## config.mk

```make
export PLATFORM = sky130hd
export DESIGN_NAME = glitch_sweep
export DESIGN_NICKNAME = d
export VERILOG_FILES = /design/src/rtl/glitch_pkg.sv /design/src/rtl/glitch_sweep_axis.sv /design/src/rtl/glitch_sweep.sv
export SDC_FILE = /design/constraint.sdc
export NUM_CORES = 1
export LEC_CHECK = 0
export CAP_MARGIN = 0
export CELL_PAD_IN_SITES_DETAIL_PLACEMENT = 0
export CELL_PAD_IN_SITES_GLOBAL_PLACEMENT = 1
export CORE_AREA = 4 4 275 303
export CTS_CLUSTER_DIAMETER = 50
export DETAILED_ROUTE_END_ITERATION = 10
export DIE_AREA = 0 0 279 307
export PLACE_DENSITY = 0.55
export SLEW_MARGIN = 0
export SYNTH_ARGS = -nofsm -noshare
export SYNTH_HDL_FRONTEND = slang
export SYNTH_SLANG_ARGS = --single-unit
```

## constraint.sdc

```tcl
create_clock -name clk -period 5.86 [get_ports clk]
set_input_delay 0.586 -clock clk [delete_from_list [all_inputs] [get_ports clk]]
set_output_delay 0.586 -clock clk [all_outputs]
set_load 0.01 [all_outputs]
```

## src/rtl/glitch_pkg.sv

```systemverilog
`default_nettype none
// +--------------------------------------------------------------------+
// | glitch_pkg: shared widths, sequencer states and constants          |
// | Rev 1.0                                                            |
// +--------------------------------------------------------------------+
package glitch_pkg;

  localparam int DEF_HOLDOFF_W = 32;
  localparam int DEF_PULSE_W   = 32;
  localparam int DEF_TMR_W     = 24;
  localparam int MIN_COOLDOWN  = 1;

  typedef enum logic [2:0] {
    S_IDLE     = 3'd0,
    S_LOAD     = 3'd1,
    S_ARM      = 3'd2,
    S_WAIT_RDY = 3'd3,
    S_COOLDOWN = 3'd4,
    S_NEXT     = 3'd5,
    S_FINISH   = 3'd6
  } state_e;

endpackage
`default_nettype wire

```

## src/rtl/glitch_sweep_axis.sv

```systemverilog
`default_nettype none
// +--------------------------------------------------------------------+
// | glitch_sweep_axis: start/end/step counter with carry-safe exhaust  |
// | Rev 1.0                                                            |
// +--------------------------------------------------------------------+
module glitch_sweep_axis #(
  parameter int W  = 32,
  parameter int SW = 8
) (
  input  logic          clk,
  input  logic          rst_n,
  input  logic          clr_i,
  input  logic          load_i,
  input  logic          adv_i,
  input  logic [W-1:0]  start_i,
  input  logic [W-1:0]  end_i,
  input  logic [SW-1:0] step_i,
  output logic [W-1:0]  val_o,
  output logic          exh_o
);

  logic [W-1:0] val_q;
  logic [W-1:0] val_d;
  logic [W:0]   sum;

  // One extra bit catches the carry so the axis never wraps to small values.
  assign sum   = {1'b0, val_q} + {{(W + 1 - SW){1'b0}}, step_i};
  assign exh_o = (step_i == '0) || sum[W] || (sum[W-1:0] > end_i);

  always_comb begin
    val_d = val_q;
    if (clr_i) begin
      val_d = '0;
    end else if (load_i) begin
      val_d = start_i;
    end else if (adv_i && !exh_o) begin
      val_d = sum[W-1:0];
    end
  end

  always_ff @(posedge clk or negedge rst_n) begin
    if (!rst_n) begin
      val_q <= '0;
    end else begin
      val_q <= val_d;
    end
  end

  assign val_o = val_q;

endmodule
`default_nettype wire

```

## src/rtl/glitch_sweep.sv

```systemverilog
`default_nettype none
// +--------------------------------------------------------------------+
// | glitch_sweep: 2-D (holdoff, pulse) attempt sequencer for the       |
// | glitch stage. GLITCH_SWEEP_TGT_RST_EN holds target reset low       |
// | through every cooldown.                                            |
// | Rev 1.0                                                            |
// +--------------------------------------------------------------------+
module glitch_sweep
  import glitch_pkg::*;
#(
  parameter int HOLDOFF_W = DEF_HOLDOFF_W,
  parameter int PULSE_W   = DEF_PULSE_W,
  parameter int TMR_W     = DEF_TMR_W
) (
  input  logic                 clk,
  input  logic                 rst_n,
  input  logic                 start_i,
  input  logic                 abort_i,
  input  logic [HOLDOFF_W-1:0] holdoff_start_i,
  input  logic [HOLDOFF_W-1:0] holdoff_end_i,
  input  logic [15:0]          holdoff_step_i,
  input  logic [PULSE_W-1:0]   pulse_start_i,
  input  logic [PULSE_W-1:0]   pulse_end_i,
  input  logic [7:0]           pulse_step_i,
  input  logic [7:0]           repeat_cnt_i,
  input  logic [TMR_W-1:0]     cooldown_i,
  input  logic [TMR_W-1:0]     timeout_i,
  input  logic                 rdy_i,
  output logic                 armed_o,
  output logic [HOLDOFF_W-1:0] holdoff_o,
  output logic [PULSE_W-1:0]   pulse_o,
  output logic                 tgt_rst_n_o,
  output logic                 att_valid_o,
  output logic                 att_timeout_o,
  output logic                 busy_o,
  output logic                 done_o
);

  state_e               state_q;
  logic [HOLDOFF_W-1:0] cfg_h_start_q, cfg_h_end_q;
  logic [15:0]          cfg_h_step_q;
  logic [PULSE_W-1:0]   cfg_p_start_q, cfg_p_end_q;
  logic [7:0]           cfg_p_step_q;
  logic [7:0]           cfg_rep_q;
  logic [TMR_W-1:0]     cfg_cd_q, cfg_to_q;
  logic [7:0]           rep_q;
  logic [TMR_W-1:0]     tmr_q;
  logic                 armed_q, att_valid_q, att_to_q, busy_q, done_q;

  logic                 h_exh, p_exh;
  logic                 h_load, h_adv, p_load, p_adv, ax_clr;
  logic                 abort_hit, to_hit, cd_done, enter_cool, stay_cool;
  logic [TMR_W-1:0]     tmr_inc, cd_eff;
  logic [7:0]           rep_eff;

  assign abort_hit  = abort_i && (state_q != S_IDLE);
  assign tmr_inc    = tmr_q + TMR_W'(1);
  assign cd_eff     = (cfg_cd_q == '0) ? TMR_W'(MIN_COOLDOWN) : cfg_cd_q;
  assign rep_eff    = (cfg_rep_q == 8'd0) ? 8'd1 : cfg_rep_q;
  assign to_hit     = (cfg_to_q != '0) && (tmr_inc == cfg_to_q);
  assign cd_done    = (tmr_inc >= cd_eff);
  assign enter_cool = !abort_hit && (state_q == S_WAIT_RDY) && (rdy_i || to_hit);
  assign stay_cool  = !abort_hit && (state_q == S_COOLDOWN) && !cd_done;

  // Axis strobes: inner axis advances first, outer only once inner wraps.
  always_comb begin
    h_load = 1'b0;
    h_adv  = 1'b0;
    p_load = 1'b0;
    p_adv  = 1'b0;
    ax_clr = 1'b0;
    if (abort_hit) begin
      ax_clr = 1'b1;
    end else begin
      case (state_q)
        S_LOAD: begin
          h_load = 1'b1;
          p_load = 1'b1;
        end
        S_NEXT: begin
          if (rep_q <= 8'd1) begin
            if (!p_exh) begin
              p_adv = 1'b1;
            end else if (!h_exh) begin
              p_load = 1'b1;
              h_adv  = 1'b1;
            end
          end
        end
        S_FINISH: ax_clr = 1'b1;
        default: ;
      endcase
    end
  end

  glitch_sweep_axis #(.W(HOLDOFF_W), .SW(16)) u_holdoff_axis (
    .clk     (clk),
    .rst_n   (rst_n),
    .clr_i   (ax_clr),
    .load_i  (h_load),
    .adv_i   (h_adv),
    .start_i (cfg_h_start_q),
    .end_i   (cfg_h_end_q),
    .step_i  (cfg_h_step_q),
    .val_o   (holdoff_o),
    .exh_o   (h_exh)
  );

  glitch_sweep_axis #(.W(PULSE_W), .SW(8)) u_pulse_axis (
    .clk     (clk),
    .rst_n   (rst_n),
    .clr_i   (ax_clr),
    .load_i  (p_load),
    .adv_i   (p_adv),
    .start_i (cfg_p_start_q),
    .end_i   (cfg_p_end_q),
    .step_i  (cfg_p_step_q),
    .val_o   (pulse_o),
    .exh_o   (p_exh)
  );

  always_ff @(posedge clk or negedge rst_n) begin
    if (!rst_n) begin
      state_q       <= S_IDLE;
      cfg_h_start_q <= '0;
      cfg_h_end_q   <= '0;
      cfg_h_step_q  <= '0;
      cfg_p_start_q <= '0;
      cfg_p_end_q   <= '0;
      cfg_p_step_q  <= '0;
      cfg_rep_q     <= '0;
      cfg_cd_q      <= '0;
      cfg_to_q      <= '0;
      rep_q         <= '0;
      tmr_q         <= '0;
      armed_q       <= 1'b0;
      att_valid_q   <= 1'b0;
      att_to_q      <= 1'b0;
      busy_q        <= 1'b0;
      done_q        <= 1'b0;
    end else begin
      att_valid_q <= 1'b0;
      att_to_q    <= 1'b0;
      done_q      <= 1'b0;
      if (abort_hit) begin
        state_q <= S_IDLE;
        armed_q <= 1'b0;
        busy_q  <= 1'b0;
      end else begin
        case (state_q)
          S_IDLE: begin
            if (start_i) begin
              cfg_h_start_q <= holdoff_start_i;
              cfg_h_end_q   <= holdoff_end_i;
              cfg_h_step_q  <= holdoff_step_i;
              cfg_p_start_q <= pulse_start_i;
              cfg_p_end_q   <= pulse_end_i;
              cfg_p_step_q  <= pulse_step_i;
              cfg_rep_q     <= repeat_cnt_i;
              cfg_cd_q      <= cooldown_i;
              cfg_to_q      <= timeout_i;
              busy_q        <= 1'b1;
              state_q       <= S_LOAD;
            end
          end
          S_LOAD: begin
            rep_q   <= rep_eff;
            state_q <= S_ARM;
          end
          S_ARM: begin
            armed_q <= 1'b1;
            tmr_q   <= '0;
            state_q <= S_WAIT_RDY;
          end
          S_WAIT_RDY: begin
            if (enter_cool) begin
              armed_q     <= 1'b0;
              att_valid_q <= 1'b1;
              att_to_q    <= !rdy_i;
              tmr_q       <= '0;
              state_q     <= S_COOLDOWN;
            end else begin
              tmr_q <= tmr_inc;
            end
          end
          S_COOLDOWN: begin
            if (stay_cool) begin
              tmr_q <= tmr_inc;
            end else begin
              state_q <= S_NEXT;
            end
          end
          S_NEXT: begin
            if (rep_q > 8'd1) begin
              rep_q   <= rep_q - 8'd1;
              state_q <= S_ARM;
            end else if (!p_exh || !h_exh) begin
              rep_q   <= rep_eff;
              state_q <= S_ARM;
            end else begin
              state_q <= S_FINISH;
            end
          end
          S_FINISH: begin
            done_q  <= 1'b1;
            busy_q  <= 1'b0;
            state_q <= S_IDLE;
          end
          default: state_q <= S_IDLE;
        endcase
      end
    end
  end

`ifdef GLITCH_SWEEP_TGT_RST_EN
  logic tgt_rst_q;

  always_ff @(posedge clk or negedge rst_n) begin
    if (!rst_n) begin
      tgt_rst_q <= 1'b1;
    end else begin
      tgt_rst_q <= !(enter_cool || stay_cool);
    end
  end

  assign tgt_rst_n_o = tgt_rst_q;
`else
  logic unused_cool;
  assign unused_cool = enter_cool ^ stay_cool;
  assign tgt_rst_n_o = 1'b1 | unused_cool;
`endif

  assign armed_o       = armed_q;
  assign att_valid_o   = att_valid_q;
  assign att_timeout_o = att_to_q;
  assign busy_o        = busy_q;
  assign done_o        = done_q;

endmodule
`default_nettype wire

```

==> impl_metrics.ini <==
[global_routing]
grt_max_degree = 167
grt_overflow = 0
track_usage_pct = 14.72
grt_pass1_wl_um = 98350
antenna_found_initial = 4
first_global_vias = 15980

[yosys]
synth_compound_area_share_pct = 14.37
seq_area_frac_synth_pct = 42.63
yosys.area_share.adder_pct = 8.076
synthCells = 1910
synth_nets = 2240
ys_warn_count = 0
async_flop_share_pct = 100.0
yosysUniqueCellTypes = 79
synth_edf_count = 0
synth_area_mm2 = 0.01831
syn_avg_cell_area_um2 = 9.588
synth_top_family_by_area = simple AND/OR/NAND/NOR gates
synth_xor_area_share_pct = 5.903
synth_simple_gate_area_share_pct = 16.13
synth_mux_area_share_pct = 7.885
synth-main-ff-cell = dfrtp_1
synth.ff_latch_count = 312

[min_path]
hold_path_class = reg -> reg

[cells_and_area]
nets = 2508
design_area_mm2 = 0.02429
layout.cells.most_common_list = dfrtp_1 (312), clkdlybuf4s50_1 (280), nand2_1 (190), o21ai_0 (173), inv_1 (133)
syn_to_final_growth_pct = 32.65
final_cells = 3279
final_layout_size_suffix_gt1_share_pct = 11.97
final_common_cell = dfrtp_1

[clock_tree]
clock_latency_ns = 0.61
cts_tree = built
cts_made_buffers = 54
post_cts_buffers = 0
cts.htree.levels = 2
cts.sinks = 312
cts_buffer_depth = 3
path_clk_slew_ns = 0.05
cts-root-buf = clkbuf_16

[route]
highest_layer = met4
wl_met3_um = 3435
vias = 15240
drtIter0Drc = 815
routed_wl_um = 64790
drc_errors = 0
wl_per_cell_um = 19.76
m1WireLength_um = 27990
ant_nets = 0
avgViaCountPerCell = 4.648
dr.pass1.iters = 5
wl_met2_um = 31480

[timing]
maxSlewViolCount = 0
finalCriticalPeriod_ns = 5.493
holdWs_ns = 0.4823
setup_viol = 0
finalHoldViolations = 0
period_share_pct = 93.73
slew_headroom_pct = 39.26
worst_slack_ns = 0.3674
rsz0062_at_grt = false
fmax_ghz = 0.1821
setup_tns_ns = 0
tightest_slew_ns = 0.9111
fin_skew_ns = 0.04523

[placement]
place_congestion = 0.8281
place_inst = 3174
pre_cts_ws_ns = 0.06883
portBuffers = 281
hpwl_um = 49480
placed_area_mm2 = 0.02227

[die]
boundaryPins = 283
die_area_mm2 = 0.08565
fp.coreArea_mm2 = 0.08019
num_rows = 109
fp.dieW_um = 279
fp.dieH_um = 307
start_util_pct = 22.84

[status]
status = finished clean

[worst_setup_path]
critPathMaxFanout = 12
critPathKind = reg -> reg
required_ns = 6.30
critical_path_arrival_ns = 5.93
crit_path_end_kind = flip-flop
critPathLaunchType = flip-flop

[pwr]
leakagePower_nw = 10.23
powerDensity_mw_per_mm2 = 515.2
vdd_ir_drop_max_mv = 0.2415

[run]
cap_violations = 0
## layer usage
metal | track usage (%) | vias to the layer above
met1 | 18.78 | 7471
met4 | 4.468 | 0
met2 | 25.12 | 330
li1 | - | 7343
met3 | 3.029 | 97
met5 | 0 | -
## critical path, stage by stage, from the launching register on
cell and delay (ns):
dfrtp_1 0.37, ha_1 0.21, inv_1 0.06, fa_1 0.39
nand2b_1 0.19, a21o_1 0.21, a211oi_1 0.25, buf_4 0.18
nand3_1 0.17, nor2_1 0.29, nand4_1 0.16, xnor2_1 0.18
ha_1 0.34, nand4_1 0.25, nor4_4 0.42, a21oi_1 0.15
or2_1 0.29, a31oi_2 0.27, buf_4 0.27, nand2_1 0.31
a31oi_1 0.29, a211oi_1 0.09
## per-stage QoR
step | utilization [%] | power [mW]
2_1_floorplan | - | 7.153
3_3_place_gp | 27.77 | 9.056
3_5_place_dp | 27.77 | 9.176
4_1_cts | 30.25 | 12.74
5_1_grt | 30.28 | 13.54
6_report | 30.29 | 12.52
## sequential cells by signal, indices dropped and copies added (netlist names), 24 cells and up
name                  flops
cfg_to_q                 24
tmr_q                    24
cfg_h_start_q            32
cfg_p_start_q            32
cfg_h_end_q              32
cfg_p_end_q              32
cfg_cd_q                 24
u_pulse_axis.val_o       32
u_holdoff_axis.val_o     32
## area by class of cell
| cell class | count | area, um^2 |
|---|---|---|
| Inverter | 133 | 499.2 |
| Tap cell | 1054 | 1319 |
| Multi-Input combinational cell | 1372 | 9653 |
| Sequential cell | 312 | 7807 |
| Antenna cell | 2 | 5.005 |
| Fill cell | 8361 | 55900 |
| Clock inverter | 33 | 486.7 |
| Timing Repair Buffer | 305 | 3025 |
| Clock buffer | 68 | 1495 |
## kinds of logic after synthesis
logic type                 count (synthesis)
xor gates and xnor gates                 117
DFF                                      312
adders and majority gates                117
muxes                                    130
AOI/OAI and AO/OA                        421
buffers and inverters                    227
other                                      1
and+or+nand+nor                          585
## synth_stat cells, drive strengths merged (8+ instances only)
| cell | count | area, um^2 |
|---|---|---|
| xor2 | 45 | 394.1 |
| and4 | 10 | 87.58 |
| nand2b | 23 | 143.9 |
| a221o | 12 | 120.1 |
| o21ai | 182 | 914.6 |
| o211ai | 9 | 67.56 |
| a21o | 23 | 172.7 |
| nor3 | 36 | 180.2 |
| nor4 | 40 | 299.0 |
| a21oi | 66 | 345.3 |
| mux2i | 16 | 160.2 |
| mux2 | 114 | 1284 |
| inv | 133 | 499.2 |
| nor2 | 118 | 442.9 |
| nor2b | 14 | 87.58 |
| dfrtp | 312 | 7807 |
| a31oi | 10 | 62.56 |
| o21a | 10 | 75.07 |
| a22oi | 18 | 135.1 |
| nand2 | 191 | 716.9 |
| clkbuf | 72 | 271.5 |
| nand3 | 42 | 210.2 |
| ha | 115 | 1439 |
| and2 | 10 | 65.06 |
| nand4 | 48 | 336.6 |
| or4 | 12 | 93.84 |
| and3 | 11 | 68.82 |
| xnor2 | 68 | 595.6 |
| buf | 22 | 141.4 |
| or3 | 8 | 50.05 |
| a211oi | 38 | 285.3 |
## where the power goes
| part | switching (mW) | internal (mW) |
|---|---|---|
| registers | 0.809 | 3.07 |
| clock network | 1.23 | 2.22 |
| logic | 2.87 | 2.31 |
## repair_timing
| action | 4_1_cts | 5_1_grt |
|---|---|---|
| endpoints found under the setup margin | 0 | 71 |
| hold buffers | 1 | 0 |
| resized for setup | 0 | 4 |
| hold endpoints to repair | 21 | 0 |
## path summary, 6_finish.rpt
kind	start	endpoint	slack, ns	depth (start not counted)
max	u_pulse_axis.val_o[0]	u_pulse_axis.val_o[5]	0.37	21
min	cfg_h_start_q[23]	u_holdoff_axis.val_o[23]	0.48	2
max reg2reg	u_pulse_axis.val_o[0]	u_pulse_axis.val_o[5]	0.37	21
min reg2reg	cfg_h_start_q[23]	u_holdoff_axis.val_o[23]	0.48	2
max in group asynchronous	rst_n	cfg_p_end_q[8]	3.85	3
min in group asynchronous	rst_n	cfg_h_end_q[24]	0.64	2
Note: power is estimated with default switching activity, not from simulation.
